### config.mk
export PLATFORM = sky130hd
export DESIGN_NAME = bcd_score_converter
export DESIGN_NICKNAME = d
export VERILOG_FILES = /design/src/rtl/bcd_score_converter.sv
export SDC_FILE = /design/constraint.sdc
export NUM_CORES = 1
export LEC_CHECK = 0
export CAP_MARGIN = 30
export CORE_MARGIN = 3
export CORE_UTILIZATION = 38
export DETAILED_ROUTE_END_ITERATION = 10
export DONT_BUFFER_PORTS = 1
export PLACE_DENSITY = 0.48
export SLEW_MARGIN = 15
export SYNTH_ARGS = -nofsm -noshare
export SYNTH_HDL_FRONTEND = slang
export SYNTH_SLANG_ARGS = --single-unit
### constraint.sdc
create_clock -name clk -period 4.8 [get_ports clk]
set_clock_uncertainty 0.15 [all_clocks]
set_input_delay 0.96 -clock clk [delete_from_list [all_inputs] [get_ports clk]]
set_output_delay 0.96 -clock clk [all_outputs]
set_load 0.01 [all_outputs]
### src/rtl/bcd_score_converter.sv
// Serial double-dabble binary-to-BCD converter for score/level display.
// One shift per clock under a start/busy/done handshake, plus a digit mux with leading-zero blanking.
module bcd_score_converter #(
  parameter int BIN_W  = 8,
  parameter int DIGITS = 3,
  parameter int SEL_W  = (DIGITS > 1) ? $clog2(DIGITS) : 1
) (
  input  logic                  clk,
  input  logic                  reset_n,
  input  logic                  start,
  input  logic [BIN_W-1:0]      bin_in,
  output logic                  busy,
  output logic                  done,
  output logic [4*DIGITS-1:0]   bcd_out,
  output logic                  overflow,
  input  logic [SEL_W-1:0]      digit_sel,
  output logic [3:0]            display_num,
  output logic                  blank
);

  localparam int BCD_W = 4 * DIGITS;
  localparam int CNT_W = (BIN_W > 1) ? $clog2(BIN_W) : 1;

  function automatic logic [63:0] pow10(input int n);
    logic [63:0] p;
    p = 64'd1;
    for (int i = 0; i < n; i++) p = p * 64'd10;
    return p;
  endfunction

  localparam logic [63:0] LIMIT        = pow10(DIGITS);
  // When every BIN_W-bit value fits in DIGITS digits the flag is tied low.
  localparam bit          OVF_POSSIBLE = (64'd1 << BIN_W) > LIMIT;

  typedef enum logic [1:0] {S_IDLE, S_SHIFT, S_DONE} state_t;

  state_t            state_q, state_d;
  logic [BIN_W-1:0]  shift_q, shift_d;
  logic [BCD_W-1:0]  scratch_q, scratch_d, scratch_adj;
  logic [CNT_W-1:0]  count_q, count_d;
  logic              ovf_pend_q, ovf_pend_d;
  logic [BCD_W-1:0]  bcd_q, bcd_d;
  logic              overflow_q, overflow_d;
  logic              done_q, done_d;
  logic              ovf_calc;

  assign ovf_calc = OVF_POSSIBLE && (64'(bin_in) >= LIMIT);

  // Add-3 correction on every scratch digit before each shift.
  for (genvar gi = 0; gi < DIGITS; gi++) begin : g_adj
    assign scratch_adj[4*gi +: 4] = (scratch_q[4*gi +: 4] >= 4'd5)
                                  ? scratch_q[4*gi +: 4] + 4'd3
                                  : scratch_q[4*gi +: 4];
  end

  always_ff @(posedge clk or negedge reset_n) begin
    if (!reset_n) state_q <= S_IDLE;
    else          state_q <= state_d;
  end

  always_comb begin
    state_d = state_q;
    case (state_q)
      S_IDLE:  if (start) state_d = S_SHIFT;
      S_SHIFT: if (count_q == CNT_W'(BIN_W - 1)) state_d = S_DONE;
      S_DONE:  state_d = S_IDLE;
      default: state_d = S_IDLE;
    endcase
  end

  always_comb begin
    busy = (state_q == S_SHIFT) || (state_q == S_DONE);
  end

  always_comb begin
    shift_d    = shift_q;
    scratch_d  = scratch_q;
    count_d    = count_q;
    ovf_pend_d = ovf_pend_q;
    bcd_d      = bcd_q;
    overflow_d = overflow_q;
    done_d     = 1'b0;
    case (state_q)
      S_IDLE: begin
        if (start) begin
          shift_d    = bin_in;
          scratch_d  = '0;
          count_d    = '0;
          ovf_pend_d = ovf_calc;
        end
      end
      S_SHIFT: begin
        // The top bit of the most significant digit falls off here.
        scratch_d = {scratch_adj[BCD_W-2:0], shift_q[BIN_W-1]};
        shift_d   = shift_q << 1;
        count_d   = count_q + CNT_W'(1);
      end
      S_DONE: begin
        bcd_d      = ovf_pend_q ? {DIGITS{4'h9}} : scratch_q;
        overflow_d = ovf_pend_q;
        done_d     = 1'b1;
      end
      default: ;
    endcase
  end

  always_ff @(posedge clk or negedge reset_n) begin
    if (!reset_n) begin
      shift_q    <= '0;
      scratch_q  <= '0;
      count_q    <= '0;
      ovf_pend_q <= 1'b0;
      bcd_q      <= '0;
      overflow_q <= 1'b0;
      done_q     <= 1'b0;
    end else begin
      shift_q    <= shift_d;
      scratch_q  <= scratch_d;
      count_q    <= count_d;
      ovf_pend_q <= ovf_pend_d;
      bcd_q      <= bcd_d;
      overflow_q <= overflow_d;
      done_q     <= done_d;
    end
  end

  assign bcd_out  = bcd_q;
  assign overflow = overflow_q;
  assign done     = done_q;

  // Walk from the top digit down so zeros_above covers the selected digit and everything above it.
  always_comb begin
    logic zeros_above;
    zeros_above = 1'b1;
    display_num = 4'h0;
    blank       = 1'b1;
    for (int k = DIGITS - 1; k >= 0; k--) begin
      zeros_above = zeros_above && (bcd_q[4*k +: 4] == 4'h0);
      if (int'(digit_sel) == k) begin
        display_num = bcd_q[4*k +: 4];
        blank       = (k != 0) && zeros_above && !overflow_q;
      end
    end
  end

endmodule

**Word-level counts from Yosys, hierarchy flattened**

Cells that the tools add are included.

- Word-level logic and storage cells: 48
- Bits of input ports: 13
- Output and inout bits: 20
- Bits in registers: 38

- Reductions and logical operators: 9
- Multiplexer cells: 19
- Add/subtract/negate cells: 4
- Magnitude comparators: 3
- Equality and inequality tests: 7

Operator list:

| operator | count |
|---|---|
| $pmux 12 s2 | 1 |
| $mux 4 | 5 |
| $pmux 8 s2 | 1 |
| $ge 4x3->1 const B | 3 |
| $mux 12 | 1 |
| $add 4x2->4 const B | 2 |
| $logic_not 4->1 | 2 |
| $mux 8 | 1 |
| $eq 2x2->1 const B | 3 |
| $mux 3 | 2 |
| $pmux 3 s2 | 1 |
| $logic_not 2->1 | 2 |
| $mux 1 | 4 |
| $mux 2 | 2 |
| $ne 2x2->1 const B | 2 |
| $pmux 2 s2 | 1 |
| $reduce_and 2->1 | 2 |
| $add 3x1->3 const B | 1 |
| $add 3x2->3 const B | 1 |
| $eq 3x3->1 const B | 1 |
| $eq 2x1->1 const B | 1 |
| $reduce_bool 2->1 | 1 |
| $logic_and 1x1->1 | 1 |
| $logic_or 1x1->1 | 1 |

**Logic depth before layout (Yosys ltp)**

- Depth after elaboration: 4
- Depth in mapped cells: 7
- Gate-level depth less buffers: 6

**Worst setup path after synthesis**

OpenSTA, ideal clock, no wires.

- Kind: in2out
- From: input port digit_sel[0]
- To: output port display_num[0]
- Data required time: 3.690 ns
- Data arrival time: 1.512 ns
- Buffers on the path: 1
- Stages: 4
- Slack: 2.178 ns
- Path through: buf_2 -> nor2b_1 -> nand2_1 -> o21ai_0

- Word-level cells in the longest chain between the ends: 4

Ends and longest elaborated chain:

| what | RTL line | text |
|---|---|---|
| start: declaration | 16 | `input logic [SEL_W-1:0] digit_sel,` |
| $eq 2x2->1 | 139 | `if (int'(digit_sel) == k) begin` |
| $mux 4 (2 in series) | 139 |  |
| $mux 4 (*) | 139 |  |
| end: declaration | 17 | `output logic [3:0] display_num,` |

Every way passes the cells marked *; elsewhere a longest branch is shown, timed or not.

**Worst setup path in the final report**

- From: input port digit_sel[1]
- To: output port display_num[3]

The elaborated chain is that of the path after synthesis.

==> metrics.txt <==
status finished, final reports clean; Final Critical Period 2.540 ns; Mapped Cells 169; # H-tree levels 2; reg2reg path depth 5; top cells by area, synth dfrtp_1 49%, mux2i_1 7.8%, ha_1 7.1%; Detail Placement HPWL 2706 um; Comb power frac 38.1%; routed len/inst 15.84 um; layout cells sized above 1 17.65%; # clock sinks 38; GRT Total Usage 13.46%; Multi-input gate area 899.6 um2; Max IR drop VDD 0.2080 mV; first-pass GRT wire length 6361 um; vias in the first global route 1,266; startpoint types primary input; Cell Count, Final, Fillers Out 237; worst relative slew slack 57.13%; DRC 0; fin crit share 52.91%; initial antenna violation count 0; clk_lat worst skew 0.28 ns; CP arrival 1.43 ns; CP required 3.69 ns; Synth Net Count 193; Die Y 77.35 um; Final ANT Viol Nets 0; critical path class in2out; worst reg2reg path endpoint scratch_q[2]$_DFFE_PN0P_; RD Place Congestion 0.7169; path category of the worst min-delay check in2async; CP Max Fanout 6; Avg Cell Area, Syn 11.45 um2; Fin Setup TNS 0 ns; worst-margin pin slew 0.6431 ns; dpl cells 230; # port buffers 0; Post-layout nets 194; final count of negative-setup-slack endpoints 0; vias per std cell 5.186; max_cap viols 0; flop2flop setup slack 2.76 ns; pre-CTS setup slack 2.246 ns; # fillers 481; Die ar. 0.005982 mm2; CTS tree yes; Synth area leader dfrtp_1; TritonRoute pass-1 iters 3; antenna cells 0; Post-CTS Resized 0; Final Hold Slack 0.2176 ns; CP Capture Type output pin; Routed WL 3755 um; Die W 77.35 um; final worst slack 2.260 ns; Std-Cell Rows 25; synth warn 0; switching pwr 0.4483 mW; largest net degree at the start of global routing 39; Sequential Power Share 44.6%; CTS Buffer Depth 2; Via Count 1,229; Mapped Area 0.001934 mm2; most frequent cell after synthesis dfrtp_1; Num CTS Buffers 5; CTS Root Buffer Type clkbuf_8; Synth cell types 30; Fmax 393.7 MHz; sequential share of the synthesized area 49.16%; io pins 33; worst r2r src state_q[1]$_DFFE_PN0P_; register area 950.9 um2; fin. max-slew vios 0; area grow syn2layout 6.080%; number of synthesized flops with an enable pin 0; Synth top area share 49.16%; P_int 0.7270 mW; Worst-path clk slew 0.07 ns; switch share 38.14%; Cell Pwr Density 572.8 mW/mm2; initial core utilization 40.16%; ys flop type dfrtp_1; Clock Power Share 17.2%; Commonest cells post-synth 38 x dfrtp_1, 17 x o21ai_0, 15 x mux2i_1, 15 x nand2_1, 12 x mux2_2; RSZ-0062 raised after global routing false; ys async rst share 100.0%; GRT Residual Overflow 0; LEAKAGE 0.9714 nW; initial DRC count 53; post-layout util 42.60%; Hold Buf Count CTS 0; setup bufs post-CTS 0; Yosys reg bits 38; Hold Vio Cnt, Final 0; Core ar. 0.004817 mm2
[metal layers]
metal,wire length (um),GRT usage (%)
met4,52,6.228
met2,1843,21.33
met3,123,4.292
met1,1737,16.70
met5,0,0
[state kept, by name (all words and copies together) (netlist names)]
register,cells
bcd_out,12
count_q,3
done,1
scratch_q,12
shift_q,8
state_q,2
[placed cells by master (no fill, tap or decap), drive strengths merged]
master / synthesis / routed
o32ai: 2 / 2
mux2i: 15 / 15
xnor2: 3 / 3
mux2: 13 / 13
a22o: 5 / 5
dfrtp: 38 / 38
a32o: 3 / 3
and3: 1 / 1
clkbuf: 0 / 7
a21oi: 7 / 7
nand2b: 5 / 5
nand3: 1 / 1
nand2: 16 / 16
o31ai: 3 / 3
buf: 7 / 1
o22ai: 3 / 3
nor4: 2 / 2
inv: 9 / 9
nor2b: 1 / 1
nor2: 3 / 3
o21ai: 17 / 17
conb: 1 / 1
and2: 1 / 1
ha: 11 / 11
xor2: 2 / 2
[metrics by stage]
stage / instance area (um2) / power, mW
detailed placement: 1976 / 0.9860
CTS: 2052 / 1.197
floorplan: 1934 / 0.8956
global route: 2052 / 1.278
global placement: 1976 / 0.9638
finish: 2052 / 1.175
[worst max path at each step]
stage	cells past startpoint	end	startpoint	slack [ns]
5_1_grt	3	display_num[0]	digit_sel[1]	2.19
2_1_floorplan	4	display_num[0]	digit_sel[0]	2.18
3_5_place_dp	3	display_num[1]	digit_sel[1]	2.25
4_1_cts	3	display_num[1]	digit_sel[1]	2.25
6_report	3	display_num[3]	digit_sel[1]	2.26
3_3_place_gp	3	display_num[1]	digit_sel[1]	2.30
[worst max-delay path: stages]
cell and delay (ns):
nor2b_1 0.22, nand2_1 0.08, o21ai_0 0.17
[power groups by stage]
stage / Combinational [mW] / Sequential [mW] / Clock [mW]
floorplan: 0.395 / 0.500 / 0
global placement: 0.436 / 0.528 / 0
detailed placement: 0.455 / 0.531 / 0
CTS: 0.458 / 0.525 / 0.214
global route: 0.509 / 0.539 / 0.230
finish: 0.448 / 0.525 / 0.202
[area by class of cell]
type / count / area share [%]
inverters: 9 / 1.646
clock buffers: 7 / 3.720
multi-input cells: 115 / 43.84
flip-flops and latches: 38 / 46.34
repair buffers: 1 / 0.3659
well taps: 67 / 4.085
[kinds of logic (layout without fill, tap and decap cells)]
| kind of cell | count (synthesis) | after routing | synth area share (%) |
|---|---|---|---|
| mux | 28 | 28 | 15.52 |
| buf+inv | 16 | 17 | 4.334 |
| flops | 38 | 38 | 49.16 |
| other cells | 1 | 1 | 0.1939 |
| fa+ha+maj | 11 | 11 | 7.115 |
| simple gates | 30 | 30 | 7.633 |
| compound gates | 40 | 40 | 13.78 |
| xor+xnor | 5 | 5 | 2.264 |
Power figures use the tool's default switching activity.
